===== src/rtl/event_rate_counters.sv =====
// Multi-channel event-rate meter. Counts synchronised rising edges per channel over a
// gate of 2^gateLog2 seconds, timed by an external PPS or by an internal 1 s timebase
// when a watchdog reports the external marker missing. Results are read one channel
// at a time through a registered status word.
module event_rate_counters #(
    parameter int unsigned NC          = 4,
    parameter int unsigned CLK_RATE    = 100000000,
    parameter int unsigned COUNT_WIDTH = 29
) (
    input  logic          clk,
    input  logic          reset,
    input  logic          csrStrobe,
    input  logic [31:0]   GPIO_OUT,
    output logic [31:0]   status,
    input  logic [NC-1:0] eventMarkers_a,
    input  logic          ppsMarker_a,
    output logic          ppsStrobe,
    output logic          gateDone
);

    localparam int unsigned SEL       = (NC > 1) ? $clog2(NC) : 1;
    // One spare MSB on both down-counters serves as the underflow / timeout flag.
    localparam int unsigned TW        = $clog2(CLK_RATE) + 1;
    localparam int unsigned WD_RELOAD = (CLK_RATE / 10) * 11 - 2;
    localparam int unsigned WW        = $clog2(WD_RELOAD + 2) + 1;

    localparam logic [TW-1:0]          TICK_RELOAD = TW'(CLK_RATE - 2);
    localparam logic [WW-1:0]          WD_LOAD     = WW'(WD_RELOAD);
    localparam logic [COUNT_WIDTH-1:0] CNT_MAX     = '1;
    localparam logic [COUNT_WIDTH-1:0] CNT_ONE     = COUNT_WIDTH'(1);

    // Timebase, PPS path and watchdog
    logic [TW-1:0] ticks_q, ticks_d;
    logic [WW-1:0] wd_q, wd_d;
    logic          pps_m_q, pps_m_d;
    logic          pps_d0_q, pps_d0_d;
    logic          pps_d1_q, pps_d1_d;
    logic          pps_ext_q, pps_ext_d;
    logic          pps_strobe_q, pps_strobe_d;
    logic          internal_strobe;
    logic          use_internal;

    // Configuration and gate control
    logic [SEL-1:0] select_q, select_d;
    logic [2:0]     gate_log2_q, gate_log2_d;
    logic           force_internal_q, force_internal_d;
    logic           armed_q, armed_d;
    logic [7:0]     gate_count_q, gate_count_d;
    logic [7:0]     gate_last;
    logic           gate_end;
    logic           restart;
    logic           cfg_wr;
    logic           sel_wr;
    logic           valid_q, valid_d;
    logic           used_internal_q, used_internal_d;
    logic           gate_done_q, gate_done_d;

    // Per-channel state
    logic [NC-1:0]          ev_s0_q, ev_s0_d;
    logic [NC-1:0]          ev_s1_q, ev_s1_d;
    logic [NC-1:0]          ev_s2_q, ev_s2_d;
    logic [NC-1:0]          ev_rise_q, ev_rise_d;
    logic [NC-1:0]          sticky_q, sticky_d;
    logic [COUNT_WIDTH-1:0] acc_q [NC];
    logic [COUNT_WIDTH-1:0] acc_d [NC];
    logic [COUNT_WIDTH-1:0] res_q [NC];
    logic [COUNT_WIDTH-1:0] res_d [NC];

    // Readout
    logic [31:0]            status_q, status_d;
    logic [COUNT_WIDTH-1:0] sel_res;
    logic                   sel_sticky;
    logic [28:0]            res_ext;
    logic                   unused_gpio;

    assign unused_gpio = ^GPIO_OUT;

    // Internal second, PPS edge detection, watchdog and gating-marker selection.
    always_comb begin
        internal_strobe = ticks_q[TW-1];
        ticks_d         = internal_strobe ? TICK_RELOAD : ticks_q - TW'(1);

        pps_m_d   = ppsMarker_a;
        pps_d0_d  = pps_m_q;
        pps_d1_d  = pps_d0_q;
        pps_ext_d = pps_d0_q & ~pps_d1_q;

        if (pps_ext_q) begin
            wd_d = WD_LOAD;
        end else if (wd_q[WW-1]) begin
            wd_d = wd_q;
        end else begin
            wd_d = wd_q - WW'(1);
        end

        use_internal = wd_q[WW-1] | force_internal_q;
        pps_strobe_d = use_internal ? internal_strobe : pps_ext_q;
    end

    // Gate sequencing, CSR decode and per-channel edge accumulation.
    always_comb begin
        cfg_wr    = csrStrobe & GPIO_OUT[31];
        sel_wr    = csrStrobe & ~GPIO_OUT[31];
        gate_last = (8'd1 << gate_log2_q) - 8'd1;
        gate_end  = pps_strobe_q & armed_q & (gate_count_q == gate_last);
        // Arming and latching both start a fresh accumulation window.
        restart   = pps_strobe_q & (~armed_q | gate_end);

        armed_d          = armed_q;
        gate_count_d     = gate_count_q;
        gate_log2_d      = gate_log2_q;
        force_internal_d = force_internal_q;
        select_d         = select_q;
        valid_d          = valid_q | gate_end;
        gate_done_d      = gate_end;
        used_internal_d  = pps_strobe_q ? use_internal : used_internal_q;

        if (pps_strobe_q) begin
            if (!armed_q) begin
                armed_d      = 1'b1;
                gate_count_d = 8'd0;
            end else if (gate_end) begin
                gate_count_d = 8'd0;
            end else begin
                gate_count_d = gate_count_q + 8'd1;
            end
        end

        if (cfg_wr) begin
            gate_log2_d      = GPIO_OUT[2:0];
            force_internal_d = GPIO_OUT[3];
            armed_d          = 1'b0;
        end
        if (sel_wr) begin
            select_d = GPIO_OUT[SEL-1:0];
        end

        ev_s0_d   = eventMarkers_a;
        ev_s1_d   = ev_s0_q;
        ev_s2_d   = ev_s1_q;
        ev_rise_d = ev_s1_q & ~ev_s2_q;

        sticky_d = sticky_q;
        acc_d    = acc_q;
        res_d    = res_q;
        for (int unsigned i = 0; i < NC; i++) begin
            if (sel_wr && GPIO_OUT[30] && (GPIO_OUT[SEL-1:0] == SEL'(i))) begin
                sticky_d[i] = 1'b0;
            end
            if (gate_end) begin
                res_d[i] = acc_q[i];
            end
            if (restart) begin
                // A coincident edge belongs to the gate that is starting.
                acc_d[i] = ev_rise_q[i] ? CNT_ONE : '0;
            end else if (ev_rise_q[i]) begin
                if (acc_q[i] == CNT_MAX) begin
                    sticky_d[i] = 1'b1;
                end else begin
                    acc_d[i] = acc_q[i] + CNT_ONE;
                end
            end
        end
    end

    // Status word for the selected channel; out-of-range selects read as zero.
    always_comb begin
        sel_res    = '0;
        sel_sticky = 1'b0;
        for (int unsigned i = 0; i < NC; i++) begin
            if (select_q == SEL'(i)) begin
                sel_res    = res_q[i];
                sel_sticky = sticky_q[i];
            end
        end
        res_ext                    = '0;
        res_ext[COUNT_WIDTH-1:0]   = sel_res;
        status_d                   = {used_internal_q, sel_sticky, valid_q, res_ext};
    end

    // State registers with synchronous active-high reset.
    always_ff @(posedge clk) begin
        if (reset) begin
            ticks_q          <= TICK_RELOAD;
            wd_q             <= '1;
            pps_m_q          <= 1'b0;
            pps_d0_q         <= 1'b0;
            pps_d1_q         <= 1'b0;
            pps_ext_q        <= 1'b0;
            pps_strobe_q     <= 1'b0;
            select_q         <= '0;
            gate_log2_q      <= 3'd0;
            force_internal_q <= 1'b0;
            armed_q          <= 1'b0;
            gate_count_q     <= 8'd0;
            valid_q          <= 1'b0;
            used_internal_q  <= 1'b0;
            gate_done_q      <= 1'b0;
            ev_s0_q          <= '0;
            ev_s1_q          <= '0;
            ev_s2_q          <= '0;
            ev_rise_q        <= '0;
            sticky_q         <= '0;
            acc_q            <= '{default: '0};
            res_q            <= '{default: '0};
            status_q         <= '0;
        end else begin
            ticks_q          <= ticks_d;
            wd_q             <= wd_d;
            pps_m_q          <= pps_m_d;
            pps_d0_q         <= pps_d0_d;
            pps_d1_q         <= pps_d1_d;
            pps_ext_q        <= pps_ext_d;
            pps_strobe_q     <= pps_strobe_d;
            select_q         <= select_d;
            gate_log2_q      <= gate_log2_d;
            force_internal_q <= force_internal_d;
            armed_q          <= armed_d;
            gate_count_q     <= gate_count_d;
            valid_q          <= valid_d;
            used_internal_q  <= used_internal_d;
            gate_done_q      <= gate_done_d;
            ev_s0_q          <= ev_s0_d;
            ev_s1_q          <= ev_s1_d;
            ev_s2_q          <= ev_s2_d;
            ev_rise_q        <= ev_rise_d;
            sticky_q         <= sticky_d;
            acc_q            <= acc_d;
            res_q            <= res_d;
            status_q         <= status_d;
        end
    end

    assign status    = status_q;
    assign ppsStrobe = pps_strobe_q;
    assign gateDone  = gate_done_q;

endmodule


===== config.mk =====
export PLATFORM = sky130hd
export DESIGN_NAME = event_rate_counters
export DESIGN_NICKNAME = d
export VERILOG_FILES = /design/src/rtl/event_rate_counters.sv
export SDC_FILE = /design/constraint.sdc
export NUM_CORES = 1
export LEC_CHECK = 0
export BUFFER_PORTS_ARGS = -buffer_cell sky130_fd_sc_hd__buf_4
export CAP_MARGIN = 0
export CORE_ASPECT_RATIO = 2
export CORE_MARGIN = 4
export CORE_UTILIZATION = 25
export DETAILED_ROUTE_END_ITERATION = 10
export PLACE_DENSITY_LB_ADDON = 0.05
export REMOVE_ABC_BUFFERS = 1
export SLEW_MARGIN = 20
export SYNTH_ARGS = -nofsm -noshare
export SYNTH_HDL_FRONTEND = slang
export SYNTH_SLANG_ARGS = --single-unit

===== constraint.sdc =====
create_clock -name clk -period 2.8 [get_ports clk]
set_input_delay 0.28 -clock clk [delete_from_list [all_inputs] [get_ports clk]]
set_output_delay 0.28 -clock clk [all_outputs]
set_load 0.05 [all_outputs]

==> impl_metrics.ini, run 1 <==
[status]
run_status = finished, final reports clean

[job]
drv_cap = 0

[routing]
avgViaCountPerCell = 4.62
vias = 11900
drc_violation_total_after_the_first_tritonroute_iteration = 444
number_of_optimization_iterations_in_the_first_detailed_route_pass = 4
drc = 0
drtAntennaViolNets = 0
postRouteWirelength_um = 45400
route.detailed.wl_per_inst_um = 17.6

[synth]
synth-seq-area-share_pct = 48.4
postSynth.topFlopCell = sky130_fd_sc_hd__dfxtp_1
synth-seq-cells = 363
synth_cell_type_count = 59
syn_inst = 1707
number_of_flops_mapped_to_enable_cells_by_yosys = 0
post_synth.cell_area_avg_um2 = 8.79
synth-warning-count = 0
share_of_synthesized_registers_carrying_an_async_set_or_reset_pct = 0
synthesized_area_mm2 = 0.0150

[cts]
tritoncts_clock_tree = built
postCtsSetupRepairBufs = 0
numCtsBuffers = 38
tritoncts_num_sinks = 363
clk_pin_slew_worst_paths_ns = 0.06
root_buf_cell = sky130_fd_sc_hd__clkbuf_16
clk-insertion-delay-late_ns = 0.56
htree_levels = 2
max-clock-path-buffers = 3

[die]
die-width_um = 181
pin_count = 74
dieHeight_um = 355
rows = 126
core-area_mm2 = 0.0593
floorplan.initialDensity_pct = 25.3
die-area_mm2 = 0.0643

[final_layout]
fillers = 6363
highest_count_cells_in_the_layout_ignoring_fill_and_taps = sky130_fd_sc_hd__dfxtp_1 (361), sky130_fd_sc_hd__nand2_1 (333), sky130_fd_sc_hd__a21oi_1 (175)
nNetsFinal = 1836
antenna_cells_inserted = 0
leading_cell_type_in_the_layout_fill_and_taps_excluded = sky130_fd_sc_hd__dfxtp_1
post_route_cells_drive_above_1_share_pct = 13.2
layout.cell_area.non_filler_mm2 = 0.0179
syn2layout_area_growth_pct = 19.6

[critical_path]
worstPathArrival_ns = 3.09
critPathKind = flop to flop
r2r_cells = 9
critical_path.endpoint_type = flop
worst-endpoint-required_ns = 3.27
critical_path.max_fanout = 9
critPathLaunchType = flop

[grt]
met2_usage_pct = 26.9
grt_first_pass_wirelength_um = 71400
number_of_antenna_violations_at_the_first_check_in_global_routing = 0
gr_util_all_layers_pct = 14.0
globalRouteMet1Util_pct = 15.4
fraction_of_met3_tracks_used_by_global_routing_pct = 1.77
overflow = 0
top_usage_layer = met2
first_global_vias = 12200
pin_count_of_the_biggest_net_entering_global_routing = 100

[min_path]
timing.hold.worst_path_depth = 3
hp-class = input pin to flop

[sta]
fin_crit_sh_pct = 93.3
maxSlewViolCount = 0
hold_ws_ns = 0.0417
period_needed_ns = 2.61
worstMarginPinSlew_ns = 0.690
fin_setup_tns_ns = 0
worst_slack_ns = 0.188
worst_relative_slew_slack_pct = 53.8
finalClockSkew_ns = 0.0254
max_clock_freq_mhz = 383
hold_viol_final = 0
setup_violations = 0
rsz0062_at_grt = no

[pwr]
powerDensity_mw_per_mm2 = 583
switching_component_of_the_power_mw = 2.39
vdd_ir_drop_max_mv = 0.444
comb_power_share_pct = 2.7
p_seq_share_pct = 49.8
switching_share_pct = 22.9
design_power_total_mw = 10.5
clock_power_share_pct = 47.5
p_int_mw = 8.08
cellLeakagePower_nw = 5.99

[place]
hpwlAfterDp_um = 31900
place_ws_ns = 0.207
gp_congestion = 0.774
placement.cell_area_mm2 = 0.0167
portBuffers = 47
power by group through the flow:
stage	registers, mW	clock network [mW]	logic [mW]
floorplan	5.34	0	0.105
global placement	5.33	0	0.285
detailed placement	5.33	0	0.285
CTS	5.22	5.23	0.292
global route	5.22	5.38	0.314
finish	5.22	4.97	0.282
flip-flops by register name, indices dropped and copies added, names as in the netlist, 2 cells and up:
register / count
ev_s0_q: 4
ev_rise_q: 4
ev_s1_q: 4
gate_count_q: 8
sticky_q: 4
ev_s2_q: 4
wd_q: 28
acc_q: 116
select_q: 2
ticks_q: 28
status: 32
gate_log2_q: 3
res_q: 116
per-stage QoR:
stage | utilization (%) | instances
final | 30.3 | 2584
after global routing | 30.3 | 2584
after CTS | 30.3 | 2584
after detailed placement | 28.2 | 2511
after global placement | 28.2 | 2511
after floorplan | - | 1616
cell usage after synthesis (4+ instances only):
master	instances	area, µm²
sky130_fd_sc_hd__mux2i_1	6	60.1
sky130_fd_sc_hd__or4_1	10	75.1
sky130_fd_sc_hd__nand2b_1	5	31.3
sky130_fd_sc_hd__nor2b_1	58	363
sky130_fd_sc_hd__nand2_1	333	1250
sky130_fd_sc_hd__inv_1	17	63.8
sky130_fd_sc_hd__nor4_1	13	81.3
sky130_fd_sc_hd__a2111oi_2	6	90.1
sky130_fd_sc_hd__buf_2	23	115
sky130_fd_sc_hd__or3_1	23	144
sky130_fd_sc_hd__clkbuf_1	59	221
sky130_fd_sc_hd__a211oi_1	10	75.1
sky130_fd_sc_hd__buf_1	4	15.0
sky130_fd_sc_hd__nand3_1	54	270
sky130_fd_sc_hd__nor3b_1	4	30.0
sky130_fd_sc_hd__nand3b_1	7	52.6
sky130_fd_sc_hd__o31ai_1	5	37.5
sky130_fd_sc_hd__ha_1	7	87.6
sky130_fd_sc_hd__and3_1	20	125
sky130_fd_sc_hd__nand4_1	41	257
sky130_fd_sc_hd__and4_1	17	149
sky130_fd_sc_hd__xnor2_1	79	692
sky130_fd_sc_hd__o21bai_1	10	75.1
sky130_fd_sc_hd__nor3_1	30	150
sky130_fd_sc_hd__and2_1	8	50.1
sky130_fd_sc_hd__a21oi_1	175	876
sky130_fd_sc_hd__or2_2	4	25.0
sky130_fd_sc_hd__nor2_1	157	589
sky130_fd_sc_hd__o21ai_0	35	175
sky130_fd_sc_hd__mux4_2	30	676
sky130_fd_sc_hd__dfxtp_1	363	7270
sky130_fd_sc_hd__xor2_1	50	438
worst paths after layout:
path | from | end | slack (ns)
worst max-delay path | gate_log2_q[1] | acc_q[76] | 0.19
worst min-delay path | GPIO_OUT[0] | select_q[0] | 0.04
worst max register to register | gate_log2_q[1] | acc_q[76] | 0.19
worst min register to register | ev_s2_q[3] | ev_rise_q[3] | 0.38
layout make-up:
type | count | area, µm² | area share (%)
well taps | 768 | 961 | 5.35
clock inverters | 7 | 43.8 | 0.244
flip-flops and latches | 363 | 7270 | 40.5
multi-input cells | 1236 | 7320 | 40.8
inverters | 17 | 63.8 | 0.356
repair buffers | 133 | 1150 | 6.43
clock buffers | 60 | 1130 | 6.32
worst max-delay path, cell delays in order (launching register included):
cell and delay (ns):
sky130_fd_sc_hd__dfxtp_1 0.39, sky130_fd_sc_hd__and2_4 0.20, sky130_fd_sc_hd__or4_1 0.50, sky130_fd_sc_hd__a22o_1 0.24, sky130_fd_sc_hd__o21ai_1 0.14, sky130_fd_sc_hd__buf_4 0.20, sky130_fd_sc_hd__o211ai_1 0.20, sky130_fd_sc_hd__buf_4 0.21
sky130_fd_sc_hd__or3_1 0.31, sky130_fd_sc_hd__a21oi_1 0.14
logic make-up after synthesis:
family | synth area share [%]
flip-flops | 48.4
adder cells (fa/ha/maj) | 0.584
AND/OR/NAND/NOR | 24.9
multiplexers | 5.05
AO/OA/AOI/OAI | 10.5
buffers and inverters | 3.07
XOR/XNOR | 7.53
layer usage:
metal  part of all wire [%]  routed length, µm  up-vias
met3                    2.4               1100       77
li1                       -                  -     6004
met1                     39              17800     5711
met5                      0                  0        -
met2                     55              24800      137
met4                    3.8               1730        0
what timing repair did:
item | in CTS | in global routing
resized for setup | 0 | 2
hold endpoints to repair | 6 | 0
endpoints found under the setup margin | 0 | 9
hold buffers | 6 | 0
Note: power is estimated with default switching activity, not from simulation.
==> run 2: changes to the inputs <==
Settings changed: CELL_PAD_IN_SITES_DETAIL_PLACEMENT set to 0, CELL_PAD_IN_SITES_GLOBAL_PLACEMENT set to 1.
==> impl_metrics.ini, run 2 (synthesized netlist as in run 1, its figures left out) <==
[status]
run_status = finished, final reports clean

[pwr]
design_power_total_mw = 10.8
powerDensity_mw_per_mm2 = 598
vdd_ir_drop_max_mv = 0.348
cellLeakagePower_nw = 6.03

[die]
core-area_mm2 = 0.0593
dieHeight_um = 355
die-area_mm2 = 0.0643
floorplan.initialDensity_pct = 25.3
pin_count = 74
die-width_um = 181
rows = 126

[critical_path]
worst_r2r_startpoint = gate_log2_q[1]
worstPathArrival_ns = 3.03
r2r_cells = 9
delay_of_the_slowest_cell_on_the_worst_path_ns = 0.49
critical_path.endpoint_type = flop
crit_startpoint = gate_log2_q[1]
worst_path_dominant_cell_family = simple AND/OR/NAND/NOR gates
worst-endpoint-required_ns = 3.28
critPathKind = flop to flop
critPathLaunchType = flop
worst-path-buf-inv = 2
cpMaxStageDelayCell = sky130_fd_sc_hd__or4_1
critical_path.reg2reg.endpoint = acc_q[74]
critical-path-top-cell-by-count = sky130_fd_sc_hd__buf_4
reg2reg_slack_ns = 0.25
cp.depth = 9
critical_path.max_fanout = 9
crit_path_cell_trace = and2_4 > or4_1 > a22o_1 > o21ai_1 > buf_4 > o211ai_1 > buf_4 > or3_1 > a21oi_1

[cts]
numCtsBuffers = 39
htree_levels = 2
root_buf_cell = sky130_fd_sc_hd__clkbuf_16
clk_pin_slew_worst_paths_ns = 0.06
clk-insertion-delay-late_ns = 0.55
tritoncts_num_sinks = 363
tritoncts_clock_tree = built
max-clock-path-buffers = 3

[sta]
setup_violations = 0
fin_crit_sh_pct = 91.0
worst_relative_slew_slack_pct = 56.8
rsz0062_at_grt = no
finalClockSkew_ns = 0.0108
period_needed_ns = 2.55
max_clock_freq_mhz = 392
maxSlewViolCount = 0
worstMarginPinSlew_ns = 0.648
hold_viol_final = 0

[place]
gp_congestion = 0.780
placement.cell_area_mm2 = 0.0167
portBuffers = 47
place_inst = 2508
hpwlAfterDp_um = 31800

[routing]
drtAntennaViolNets = 0
route.detailed.wl_per_inst_um = 17.6
drc = 0
postRouteWirelength_um = 45400
drc_violation_total_after_the_first_tritonroute_iteration = 391
number_of_optimization_iterations_in_the_first_detailed_route_pass = 4
avgViaCountPerCell = 4.59
vias = 11800

[grt]
first_global_vias = 12200
overflow = 0
grt_first_pass_wirelength_um = 71800
pin_count_of_the_biggest_net_entering_global_routing = 112
number_of_antenna_violations_at_the_first_check_in_global_routing = 0
gr_util_all_layers_pct = 14.1

[final_layout]
syn2layout_area_growth_pct = 20.0
leading_cell_type_in_the_layout_fill_and_taps_excluded = sky130_fd_sc_hd__dfxtp_1
highest_count_cells_in_the_layout_ignoring_fill_and_taps = sky130_fd_sc_hd__dfxtp_1 (361), sky130_fd_sc_hd__nand2_1 (333), sky130_fd_sc_hd__a21oi_1 (175)
layout.cell_area.non_filler_mm2 = 0.0180
nNetsFinal = 1834
post_route_cells_drive_above_1_share_pct = 13.3
finish.utilization_pct = 30.4
antenna_cells_inserted = 0
final-instance-count-excl-fill = 2579

[min_path]
worstHoldEndpoint = gate_log2_q[2]
timing.hold.worst_path_depth = 3
hp-class = input pin to flop
worst_hold_launch = GPIO_OUT[2]

[job]
drv_cap = 0
==> run 2: changes by cell type in the layout (fill, tap and decap cells not counted) <==
cell | previous run | this run
sky130_fd_sc_hd__bufinv_16 | 0 | 2
sky130_fd_sc_hd__inv_6 | 1 | 0
sky130_fd_sc_hd__buf_4 | 115 | 112
sky130_fd_sc_hd__clkinv_2 | 4 | 6
sky130_fd_sc_hd__clkbuf_16 | 39 | 41
sky130_fd_sc_hd__clkinvlp_4 | 2 | 1
sky130_fd_sc_hd__clkbuf_1 | 13 | 7
==> run 2: where the power goes <==
part / leakage, nW / internal, mW / switching, mW
combinational: 2.48 / 0.104 / 0.174
sequential: 2.93 / 5.19 / 0.0324
clock: 0.623 / 3.06 / 2.21
total: 6.03 / 8.35 / 2.42
==> run 2: worst max path at each step <==
| stage | endpoint |
|---|---|
| 2_1_floorplan | acc_q[83] |
| 3_3_place_gp | acc_q[78] |
| 3_5_place_dp | acc_q[80] |
| 4_1_cts | acc_q[80] |
| 5_1_grt | res_q[52] |
| 6_report | acc_q[74] |
==> run 2: final cells by class <==
| class | instances | area (µm²) |
|---|---|---|
| well taps | 768 | 961 |
| flip-flops and latches | 363 | 7270 |
| repair buffers | 130 | 1130 |
| multi-input cells | 1236 | 7320 |
| clock inverters | 9 | 97.6 |
| inverters | 17 | 63.8 |
| clock buffers | 56 | 1160 |
| fillers | 6384 | 41300 |
==> run 2: metal layers <==
layer | share of wire, % | global-route usage [%]
met3 | 2.4 | 1.81
met1 | 40 | 15.6
met5 | 0 | 0
met2 | 54 | 27.0
met4 | 3.6 | 5.53
==> run 2: repair_timing <==
item                                    CTS  global route
resized for setup                         0             2
setup buffers                             0             0
endpoints found under the setup margin    0             5
endpoints found under the hold margin     6             0
hold buffers                              6             0
==> run 2: tightest hold or removal path, stage by stage <==
cell,delay (ns)
sky130_fd_sc_hd__buf_4,0.11
sky130_fd_sc_hd__nand3_1,0.08
sky130_fd_sc_hd__a21oi_1,0.07
==> run 2: metrics by stage <==
step | TNS (ns) | hold slack (ns) | setup slack [ns]
2_1_floorplan | -313.96 | 0.349 | -1.86
3_3_place_gp | 0 | 0.372 | 0.232
3_5_place_dp | 0 | 0.374 | 0.230
4_1_cts | 0 | 0.0000925 | 0.215
5_1_grt | 0 | 0.0249 | 0.112
6_report | 0 | 0.0366 | 0.252
